$ cat config.mk
export PLATFORM = sky130hd
export DESIGN_NAME = axis_to_lbus_tx_flat
export DESIGN_NICKNAME = d
export VERILOG_FILES = /design/src/rtl/lbus_pkg.sv /design/src/rtl/axis_to_lbus_tx_if.sv /design/src/rtl/axis_seg_encode.sv /design/src/rtl/axis_to_lbus_tx.sv /design/src/flat_wrapper.sv
export SDC_FILE = /design/constraint.sdc
export NUM_CORES = 2
export LEC_CHECK = 0
export ABC_AREA = 1
export BUFFER_PORTS_ARGS = -buffer_cell sky130_fd_sc_hd__buf_4
export CAP_MARGIN = 20
export CORE_AREA = 10 10 435 437
export DETAILED_ROUTE_END_ITERATION = 12
export DIE_AREA = 0 0 445 447
export HOLD_SLACK_MARGIN = 0.1
export PLACE_DENSITY = 0.53
export SYNTH_ARGS = -nofsm -noshare
export SYNTH_HDL_FRONTEND = slang
export SYNTH_SLANG_ARGS = --single-unit
$ cat constraint.sdc
create_clock -name clk -period 5.62 [get_ports clk]
set_input_delay 0.843 -clock clk [delete_from_list [all_inputs] [get_ports clk]]
set_output_delay 0.843 -clock clk [all_outputs]
set_load 0.005 [all_outputs]
$ cat src/rtl/lbus_pkg.sv
// Shared LBUS TX definitions: segment geometry, per-segment word layout and
// the byte-lane helpers used by the AXIS-to-LBUS converter.
package lbus_pkg;

  localparam int unsigned NUM_SEG   = 4;
  localparam int unsigned SEG_BYTES = 16;
  localparam int unsigned SEG_WIDTH = 128;
  localparam int unsigned MTY_WIDTH = 4;

  typedef struct packed {
    logic [SEG_WIDTH-1:0] data;
    logic                 ena;
    logic                 sop;
    logic                 eop;
    logic                 err;
    logic [MTY_WIDTH-1:0] mty;
  } seg_t;

  typedef seg_t [NUM_SEG-1:0] word_t;

  function automatic logic [SEG_WIDTH-1:0] byte_reverse(input logic [SEG_WIDTH-1:0] d);
    logic [SEG_WIDTH-1:0] r;
    r = '0;
    for (int unsigned j = 0; j < SEG_BYTES; j++) begin
      r[SEG_WIDTH-1-8*j -: 8] = d[8*j +: 8];
    end
    return r;
  endfunction

  // keep2mty: reversed keep (bit 15 = first byte) must be ones-then-zeros;
  // any other pattern, including all zeros, maps to 0.
  function automatic logic [MTY_WIDTH-1:0] keep2mty(input logic [SEG_BYTES-1:0] keep_rev);
    logic [MTY_WIDTH-1:0] mty;
    mty = '0;
    for (int unsigned n = 0; n < SEG_BYTES; n++) begin
      if (keep_rev == ({SEG_BYTES{1'b1}} << n)) mty = MTY_WIDTH'(n);
    end
    return mty;
  endfunction

endpackage

$ cat src/rtl/axis_to_lbus_tx_if.sv
// Bus bundles for the TX converter: 512-bit AXI4-Stream input and
// 4-segment LBUS output, each with master/slave views.
interface axis512_if;
  import lbus_pkg::*;
  logic [NUM_SEG*SEG_WIDTH-1:0] s_axis_tdata;
  logic [NUM_SEG*SEG_BYTES-1:0] s_axis_tkeep;
  logic                         s_axis_tlast;
  logic                         s_axis_tuser;
  logic                         s_axis_tvalid;
  logic                         s_axis_tready;

  modport master (output s_axis_tdata, s_axis_tkeep, s_axis_tlast, s_axis_tuser,
                  s_axis_tvalid, input s_axis_tready);
  modport slave  (input s_axis_tdata, s_axis_tkeep, s_axis_tlast, s_axis_tuser,
                  s_axis_tvalid, output s_axis_tready);
endinterface

interface lbus_tx_if;
  import lbus_pkg::*;
  logic [NUM_SEG*SEG_WIDTH-1:0] lbus_data;
  logic [NUM_SEG-1:0]           lbus_ena;
  logic [NUM_SEG-1:0]           lbus_sop;
  logic [NUM_SEG-1:0]           lbus_eop;
  logic [NUM_SEG-1:0]           lbus_err;
  logic [NUM_SEG*MTY_WIDTH-1:0] lbus_mty;
  logic                         lbus_rdy;

  modport master (output lbus_data, lbus_ena, lbus_sop, lbus_eop, lbus_err, lbus_mty,
                  input lbus_rdy);
  modport slave  (input lbus_data, lbus_ena, lbus_sop, lbus_eop, lbus_err, lbus_mty,
                  output lbus_rdy);
endinterface

$ cat src/rtl/axis_seg_encode.sv
// One LBUS segment from a 16-byte AXIS slice: byte-reversed data, enable and
// empty-byte count.
module axis_seg_encode
  import lbus_pkg::*;
(
  input  logic [SEG_WIDTH-1:0] data_in,
  input  logic [SEG_BYTES-1:0] keep_in,
  output logic [SEG_WIDTH-1:0] data_out,
  output logic                 ena,
  output logic [MTY_WIDTH-1:0] mty
);

  logic [SEG_BYTES-1:0] keep_rev;

  always_comb begin
    keep_rev = '0;
    for (int unsigned j = 0; j < SEG_BYTES; j++) begin
      keep_rev[SEG_BYTES-1-j] = keep_in[j];
    end
    data_out = byte_reverse(data_in);
    ena      = |keep_in;
    mty      = keep2mty(keep_rev);
  end

endmodule

$ cat src/rtl/axis_to_lbus_tx.sv
// AXIS 512-bit to CMAC LBUS TX converter with registered output and a
// one-entry skid buffer so tready never depends combinationally on lbus_rdy.
module axis_to_lbus_tx
  import lbus_pkg::*;
(
  input  logic       clk,
  input  logic       rst,
  axis512_if.slave   s_axis,
  lbus_tx_if.master  lbus,
  output logic       proto_err
);

  logic [NUM_SEG-1:0][SEG_WIDTH-1:0] enc_data;
  logic [NUM_SEG-1:0]                enc_ena;
  logic [NUM_SEG-1:0][MTY_WIDTH-1:0] enc_mty;

  for (genvar i = 0; i < NUM_SEG; i++) begin : g_seg
    axis_seg_encode u_enc (
      .data_in  (s_axis.s_axis_tdata[SEG_WIDTH*i +: SEG_WIDTH]),
      .keep_in  (s_axis.s_axis_tkeep[SEG_BYTES*i +: SEG_BYTES]),
      .data_out (enc_data[i]),
      .ena      (enc_ena[i]),
      .mty      (enc_mty[i])
    );
  end

  logic                         in_pkt_q, in_pkt_d;
  logic                         or_valid_q, or_valid_d;
  logic                         sk_valid_q, sk_valid_d;
  logic                         proto_err_q, proto_err_d;
  word_t                        or_q, or_d;
  word_t                        sk_q, sk_d;
  word_t                        beat;
  logic                         tready, accept, beat_valid, malformed;
  logic [NUM_SEG-1:0]           beat_ena;
  logic [1:0]                   eop_seg;
  logic [NUM_SEG*SEG_BYTES-1:0] keep;

  assign tready               = !sk_valid_q && !rst;
  assign s_axis.s_axis_tready = tready;
  assign proto_err            = proto_err_q;

  always_comb begin
    keep       = s_axis.s_axis_tkeep;
    accept     = s_axis.s_axis_tvalid && tready;
    beat_valid = accept && (|keep);
    // Non-last beats are always presented as full words, even if keep is short.
    beat_ena   = s_axis.s_axis_tlast ? enc_ena : '1;
    malformed  = (keep == '0) || (!s_axis.s_axis_tlast && (keep != '1)) ||
                 ((keep & (keep + 64'd1)) != '0);

    eop_seg = '0;
    for (int unsigned i = 0; i < NUM_SEG; i++) begin
      if (beat_ena[i]) eop_seg = 2'(i);
    end

    beat = '0;
    for (int unsigned i = 0; i < NUM_SEG; i++) begin
      beat[i].data = enc_data[i];
      beat[i].ena  = beat_ena[i];
    end
    beat[0].sop = beat_ena[0] && !in_pkt_q;
    if (s_axis.s_axis_tlast) begin
      beat[eop_seg].eop = 1'b1;
      beat[eop_seg].err = s_axis.s_axis_tuser;
      beat[eop_seg].mty = enc_mty[eop_seg];
    end

    in_pkt_d = in_pkt_q;
    if (accept) begin
      if (s_axis.s_axis_tlast) in_pkt_d = 1'b0;
      else if (|keep)          in_pkt_d = 1'b1;
    end
    proto_err_d = proto_err_q || (accept && malformed);

    or_d       = or_q;
    or_valid_d = or_valid_q;
    sk_d       = sk_q;
    sk_valid_d = sk_valid_q;
    if (!or_valid_q || lbus.lbus_rdy) begin
      if (sk_valid_q) begin
        or_d       = sk_q;
        or_valid_d = 1'b1;
        sk_valid_d = 1'b0;
      end else begin
        or_valid_d = beat_valid;
        if (beat_valid) or_d = beat;
      end
    end else if (beat_valid) begin
      sk_d       = beat;
      sk_valid_d = 1'b1;
    end
  end

  always_comb begin
    lbus.lbus_data = '0;
    lbus.lbus_ena  = '0;
    lbus.lbus_sop  = '0;
    lbus.lbus_eop  = '0;
    lbus.lbus_err  = '0;
    lbus.lbus_mty  = '0;
    if (or_valid_q) begin
      for (int unsigned i = 0; i < NUM_SEG; i++) begin
        lbus.lbus_data[SEG_WIDTH*i +: SEG_WIDTH] = or_q[i].data;
        lbus.lbus_ena[i]                         = or_q[i].ena;
        lbus.lbus_sop[i]                         = or_q[i].sop;
        lbus.lbus_eop[i]                         = or_q[i].eop;
        lbus.lbus_err[i]                         = or_q[i].err;
        lbus.lbus_mty[MTY_WIDTH*i +: MTY_WIDTH]  = or_q[i].mty;
      end
    end
  end

  always_ff @(posedge clk) begin
    if (rst) begin
      in_pkt_q    <= 1'b0;
      or_valid_q  <= 1'b0;
      sk_valid_q  <= 1'b0;
      proto_err_q <= 1'b0;
      or_q        <= '0;
      sk_q        <= '0;
    end else begin
      in_pkt_q    <= in_pkt_d;
      or_valid_q  <= or_valid_d;
      sk_valid_q  <= sk_valid_d;
      proto_err_q <= proto_err_d;
      or_q        <= or_d;
      sk_q        <= sk_d;
    end
  end

endmodule

$ cat src/flat_wrapper.sv
// flat-port wrapper written by rule: the top's interface ports become plain ports
module axis_to_lbus_tx_flat import lbus_pkg::*;
  (clk, rst, proto_err, s_axis_s_axis_tdata, s_axis_s_axis_tkeep, s_axis_s_axis_tlast, s_axis_s_axis_tuser, s_axis_s_axis_tvalid, s_axis_s_axis_tready, lbus_lbus_data, lbus_lbus_ena, lbus_lbus_sop, lbus_lbus_eop, lbus_lbus_err, lbus_lbus_mty, lbus_lbus_rdy);
  axis512_if s_axis_i ();
  lbus_tx_if lbus_i ();
  input  logic clk;
  input  logic rst;
  output logic proto_err;
  input wire logic [$bits(s_axis_i.s_axis_tdata)-1:0] s_axis_s_axis_tdata;
  input wire logic [$bits(s_axis_i.s_axis_tkeep)-1:0] s_axis_s_axis_tkeep;
  input wire logic [$bits(s_axis_i.s_axis_tlast)-1:0] s_axis_s_axis_tlast;
  input wire logic [$bits(s_axis_i.s_axis_tuser)-1:0] s_axis_s_axis_tuser;
  input wire logic [$bits(s_axis_i.s_axis_tvalid)-1:0] s_axis_s_axis_tvalid;
  output wire logic [$bits(s_axis_i.s_axis_tready)-1:0] s_axis_s_axis_tready;
  output wire logic [$bits(lbus_i.lbus_data)-1:0] lbus_lbus_data;
  output wire logic [$bits(lbus_i.lbus_ena)-1:0] lbus_lbus_ena;
  output wire logic [$bits(lbus_i.lbus_sop)-1:0] lbus_lbus_sop;
  output wire logic [$bits(lbus_i.lbus_eop)-1:0] lbus_lbus_eop;
  output wire logic [$bits(lbus_i.lbus_err)-1:0] lbus_lbus_err;
  output wire logic [$bits(lbus_i.lbus_mty)-1:0] lbus_lbus_mty;
  input wire logic [$bits(lbus_i.lbus_rdy)-1:0] lbus_lbus_rdy;
  assign s_axis_i.s_axis_tdata = s_axis_s_axis_tdata;
  assign s_axis_i.s_axis_tkeep = s_axis_s_axis_tkeep;
  assign s_axis_i.s_axis_tlast = s_axis_s_axis_tlast;
  assign s_axis_i.s_axis_tuser = s_axis_s_axis_tuser;
  assign s_axis_i.s_axis_tvalid = s_axis_s_axis_tvalid;
  assign s_axis_s_axis_tready = s_axis_i.s_axis_tready;
  assign lbus_lbus_data = lbus_i.lbus_data;
  assign lbus_lbus_ena = lbus_i.lbus_ena;
  assign lbus_lbus_sop = lbus_i.lbus_sop;
  assign lbus_lbus_eop = lbus_i.lbus_eop;
  assign lbus_lbus_err = lbus_i.lbus_err;
  assign lbus_lbus_mty = lbus_i.lbus_mty;
  assign lbus_i.lbus_rdy = lbus_lbus_rdy;
  axis_to_lbus_tx u_core (.clk(clk), .rst(rst), .s_axis(s_axis_i), .lbus(lbus_i), .proto_err(proto_err));
endmodule
* Word level (Yosys, flattened, before mapping)
Index checks and enable logic that the tools add are counted.
Storage, ports and cells: output and inout port bits 546, word-level logic and storage cells 234, bits of input ports 582, register bits after elaboration 1092
Operators by class: muxes and demuxes 87, order comparisons 2, reductions and logical operators 29, bitwise operators 2, add/sub/neg operators 1, equal/unequal tests 61
Operators with widths (count):
- bitwise mux 544 bit | 3
- 2-to-1 mux 544 bit | 3
- == test 16 bit, second input constant | 60
- demux 136 bit (select 2 bit) | 3
- 2-to-1 mux 512 bit | 1
- 2-to-1 mux 4 bit | 63
- adder 64 x 1 -> 64 bit, second input constant | 1
- AND 64 bit | 1
- zero test 64 bit | 1
- != test 64 bit, second input constant | 1
- nonzero test 64 bit | 1
- OR reduction 16 bit | 4
- OR reduction 64 bit | 1
- 2-to-1 mux 16 bit | 1
- binary-select mux 4 bit (select 2 bit) | 1
- 2-to-1 mux 1 bit | 8
- logical AND 1 bit | 7
- 2-to-1 mux 6 bit | 1
- AND reduction 2 bit | 3
- zero test 1 bit | 5
- 2-to-1 mux 5 bit | 1
- logical OR 1 bit | 4
- 2-to-1 mux 2 bit | 2
- nonzero test 2 bit | 2
- other kinds (4) | 4

* Logic depth before layout (Yosys ltp)
depth after elaboration 22, gate-level depth with buffers 15, depth with buffers taken out 15

* Cells and area by module
From an unflattened synthesis, not the netlist that was laid out.
Second synthesis, totals: cells, all modules 7843, area total of the unflattened synthesis 52615.5 µm²
By module, submodules not included:
- axis_to_lbus_tx | seq. area each 21740.9 µm², area an instance 47340.4 µm², times used 1, cells each 7023
- axis_seg_encode | seq. area each 0.0 µm², area an instance 1318.8 µm², times used 4, cells each 205

* Least setup slack after synthesis
OpenSTA, ideal clock, no wires.
path type input to register, start input port s_axis_s_axis_tkeep[27], end register u_core.or_q[354] in the netlist's numbering, path slack 3.063 ns, required time 5.500 ns, path buffers 2, setup time 0.120 ns, cell stages on the path 14, arrival 2.437 ns, path through nor2_1 nand2_2 nor2_4 nand3_4 nor2_4 nand3_2 nand2_2 nand2_2 nand2_4 inv_4 buf_4 buf_1 o21ai_1 a21oi_2
On the way: cells in the longest elaborated chain, start to end 12, elaborated cells on any way between the ends 18, those cells by class mux: 13; reduce/logical: 5
RTL lines:
- start, declared | RTL line flat_wrapper.sv:10 | input wire logic [$bits(s_axis_i.s_axis_tkeep)-1:0] s_axis_s_axis_tkeep;
- OR reduction 16 bit | RTL line axis_seg_encode.sv:21 | ena = |keep_in;
- 2-to-1 mux 4 bit | RTL line axis_to_lbus_tx.sv:48 | beat_ena = s_axis.s_axis_tlast ? enc_ena : '1;
- 2-to-1 mux 1 bit | RTL line axis_to_lbus_tx.sv:54 | if (beat_ena[i]) eop_seg = 2'(i);
- 2-to-1 mux 2 bit (2 in a row) | RTL line axis_to_lbus_tx.sv:54
- demux 136 bit (select 2 bit)
- bitwise mux 544 bit | RTL line axis_to_lbus_tx.sv:64 | beat[eop_seg].eop = 1'b1;
- bitwise mux 544 bit | RTL line axis_to_lbus_tx.sv:65 | beat[eop_seg].err = s_axis.s_axis_tuser;
- bitwise mux 544 bit | RTL line axis_to_lbus_tx.sv:66 | beat[eop_seg].mty = enc_mty[eop_seg];
- 2-to-1 mux 544 bit | RTL line axis_to_lbus_tx.sv:63 | if (s_axis.s_axis_tlast) begin
- 2-to-1 mux 544 bit | RTL line axis_to_lbus_tx.sv:87 | if (beat_valid) or_d = beat;
- 2-to-1 mux 544 bit | RTL line axis_to_lbus_tx.sv:81 | if (sk_valid_q) begin
- end signal, assigned | RTL line axis_to_lbus_tx.sv:127 | or_q <= or_d;
- end, declared | RTL line axis_to_lbus_tx.sv:31 | word_t or_q, or_d;
Parallel ways exist; a longest one is shown, timed or not. The select of a mux whose other input is x is not followed. A chain may end at the register's enable or synchronous reset.

* Final worst setup path
start register u_core.or_valid_q, end output port lbus_lbus_data[473]
On the way: cells in the longest elaborated chain, start to end 1
RTL lines:
- start, declared | RTL line axis_to_lbus_tx.sv:28 | logic or_valid_q, or_valid_d;
- start signal, assigned | RTL line axis_to_lbus_tx.sv:124 | or_valid_q <= or_valid_d;
- 2-to-1 mux 512 bit | RTL line axis_to_lbus_tx.sv:102 | if (or_valid_q) begin
- end, declared | RTL line flat_wrapper.sv:15 | output wire logic [$bits(lbus_i.lbus_data)-1:0] lbus_lbus_data;
Every way passes these cells.

==> run summary <==
Worst hold margin -> 0.281 ns
Die Area -> 199000 um^2
Crit path required time -> 4.78 ns
# IOs -> 1128
Gr ovfl total -> 0
Crit end category -> primary output
Max Buffers Root-to-Sink -> 3
Post-CTS Hold Buffers -> 0
Pre-Repair DR Iteration Count -> 8
CP most frequent cell -> buf_4
Crit Path Category -> register to primary output
IO buf count -> 1124
Vias per cell -> 4.80
Net switching power -> 4.82 mW
Worst Reg-to-Reg Cells -> 7
Crit Path Max Fanout -> 59
Status -> complete, no violations
First-pass GRT wire length -> 315000 um
Drc violations -> 0
Crit path cell chain -> buf_4, buf_4, nand2_1, inv_1, buf_4
CTS buffer count -> 132
Post-route ant nets -> 0
Gpl congestion -> 0.905
Post-DP HPWL -> 151000 um
Library cells used by synthesis -> 46
Reg2reg setup slack -> 1.71 ns
Final wirelength -> 216000 um
Slowest library cell on the worst path -> dfxtp_4
Sequential power share -> 44.1%
Fraction of layout cells with a size suffix above 1 -> 17.6%
Period utilisation layout -> 77.1%
Largest delay share family, worst path -> buffers and inverters
Sinks on Clock Net -> 1086
Relative max-transition margin -> 1.51%
Number of flops mapped to enable cells by yosys -> 0
Core Box Area -> 180000 um^2
Most used DFF post-synth -> dfxtp_1
Worst path bufs/invs -> 4
Drt initial violations -> 3924
Asr flop ratio synth -> 0%
Worst Path Arrival -> 3.49 ns
Power Density -> 296 nW/um^2
Cell Area, Synth -> 49100 um^2
Post-synthesis to final-layout area growth -> 28.7%
Pin count of the biggest net entering global routing -> 240
Number of global-route vias before repair -> 47718
CTS clk-pin slew, worst paths -> 0.06 ns
Worst hold path type -> primary input to register
Hold path depth -> 3
Total number of vias -> 50754
CTS resizes -> 0
Combinational power share -> 9.1%
CTS tree -> built
Final Hold Viols -> 0
Die height -> 447 um
Sw frac -> 25.8%
Yosys warnings -> 0
#FFs+latches synth -> 1086
Final setup violation count -> 0
Syn avg cell area -> 6.73 um^2
Worst Tran Pin Value -> 1.48 ns
Skew final -> 0.0312 ns
Max Fclk -> 231 MHz
H-tree depth -> 4
Final net count -> 8639
CP Depth -> 5
Overall Global Routing Usage -> 20.5%
Maximum VDD drop -> 0.000235 V
DR WL/cell -> 20.4 um
Crit start category -> register
FP Rows -> 156
RSZ-0062 raised after global routing -> no
Final-layout fill cell count -> 19431
Initial Utilization -> 27.3%
Syn Inst Count -> 7292
Slew Limit Fails -> 0
Post-synthesis sequential area ratio -> 44.3%
# Max-Cap Violations -> 0
Post-CTS Setup Bufs -> 0
Number of antenna violations at the first check in global routing -> 88
Post-route minimum period -> 4.33 ns
Leakage power -> 30.6 nW
Worst-Skew Late Latency -> 0.79 ns
Clock power frac -> 46.8%
Die width -> 445 um
Root Buffer -> clkbuf_16
Internal Power -> 13.9 mW
Worst path max stage delay -> 0.78 ns
Fin Setup TNS -> 0 ns
[power groups by stage]
stage          clock [mW]  sequential [mW]  combinational [mW]
3_5_place_dp            0             8.41                1.70
5_1_grt              9.30             8.29                1.89
6_report             8.76             8.25                1.69
2_1_floorplan           0             8.34               0.922
3_3_place_gp            0             8.41                1.67
4_1_cts              9.01             8.25                1.71
[kinds of logic (layout without fill, tap and decap cells)]
logic type	Yosys count	in the layout	share of synthesized area, %
flip-flops	1086	1086	44.3
other	1	37	0.00764
AO/OA/AOI/OAI	2057	2057	22.1
AND/OR/NAND/NOR	2785	2785	22.2
multiplexers	1	1	0.0204
buffers and inverters	1362	2227	11.5
[cells in the mapped netlist (all sizes together), types with 4 or more instances]
cell type  instances  area share [%]
nand2           1731              13
o21ai           1279              13
dfxtp           1086              44
nor2             900             7.0
inv              819             6.3
a21oi            425             4.5
clkbuf           383             2.9
a31oi            338             4.3
buf              160             2.3
nand3             82            0.94
nand4             34            0.43
nor3              26            0.30
nor4               4           0.051
o211ai             4           0.061
[per-stage QoR]
stage | setup WS [ns] | std cells | utilization [%] | power (mW) | cell area (um^2)
global placement | 1.52 | 10292 | 32.5 | 10.1 | 58600
global route | 1.03 | 10553 | 35.1 | 19.5 | 63200
finish | 1.29 | 10563 | 35.1 | 18.7 | 63200
CTS | 1.08 | 10528 | 35.0 | 19.0 | 63100
floorplan | 3.06 | 7294 | - | 9.27 | 49100
detailed placement | 1.44 | 10292 | 32.5 | 10.1 | 58600
[metal layers]
layer	track usage [%]	share of wire, %	routed length (um)
met3	6.80	8.2	17600
met1	23.9	40	86000
met2	33.3	47	101000
met4	10.7	5.1	10900
met5	0	0.28	594
[cell type report]
type	instances	area, um^2	share of cell area, %
Antenna cell	34	85.1	0.135
Clock buffer	194	3900	6.17
Clock inverter	42	556	0.879
Inverter	819	3110	4.93
Multi-Input combinational cell	4846	21700	34.4
Sequential cell	1086	21700	34.4
Tap cell	2370	2970	4.69
Timing Repair Buffer	1172	9090	14.4
[flip-flops by register name, summed over array words and instances (netlist names)]
register and count:
u_core.or_valid_q 1, u_core.in_pkt_q 1, u_core.or_q 541, u_core.proto_err 1
u_core.sk_q 541, u_core.sk_valid_q 1
[final timing paths]
check / from / endpoint
setup / recovery: u_core.or_valid_q$_SDFFE_PP0P_ / lbus_lbus_data[473]
hold / removal: s_axis_s_axis_tdata[170] / u_core.sk_q[226]$_SDFFE_PP0P_
setup reg to reg: u_core.sk_valid_q$_SDFFE_PP0P_ / u_core.sk_q[205]$_SDFFE_PP0P_
hold reg to reg: u_core.sk_q[479]$_SDFFE_PP0P_ / u_core.sk_q[479]$_SDFFE_PP0P_
[cell usage in the layout (no fill, tap or decap), drive strengths merged, types with 4 or more instances in the layout]
master	instances
diode	34
nor3	26
dfxtp	1086
nor2	900
nand3	82
a31oi	338
nand4	34
inv	825
nand2	1731
nor4	4
o21ai	1279
clkbuf	194
bufinv	6
a21oi	425
clkinv	28
buf	1172
o211ai	4
[tightest hold or removal path: stages]
cell	delay, ns
buf_4	0.08
nor2_1	0.03
nor2_1	0.08
(Power assumes the default switching activity.)
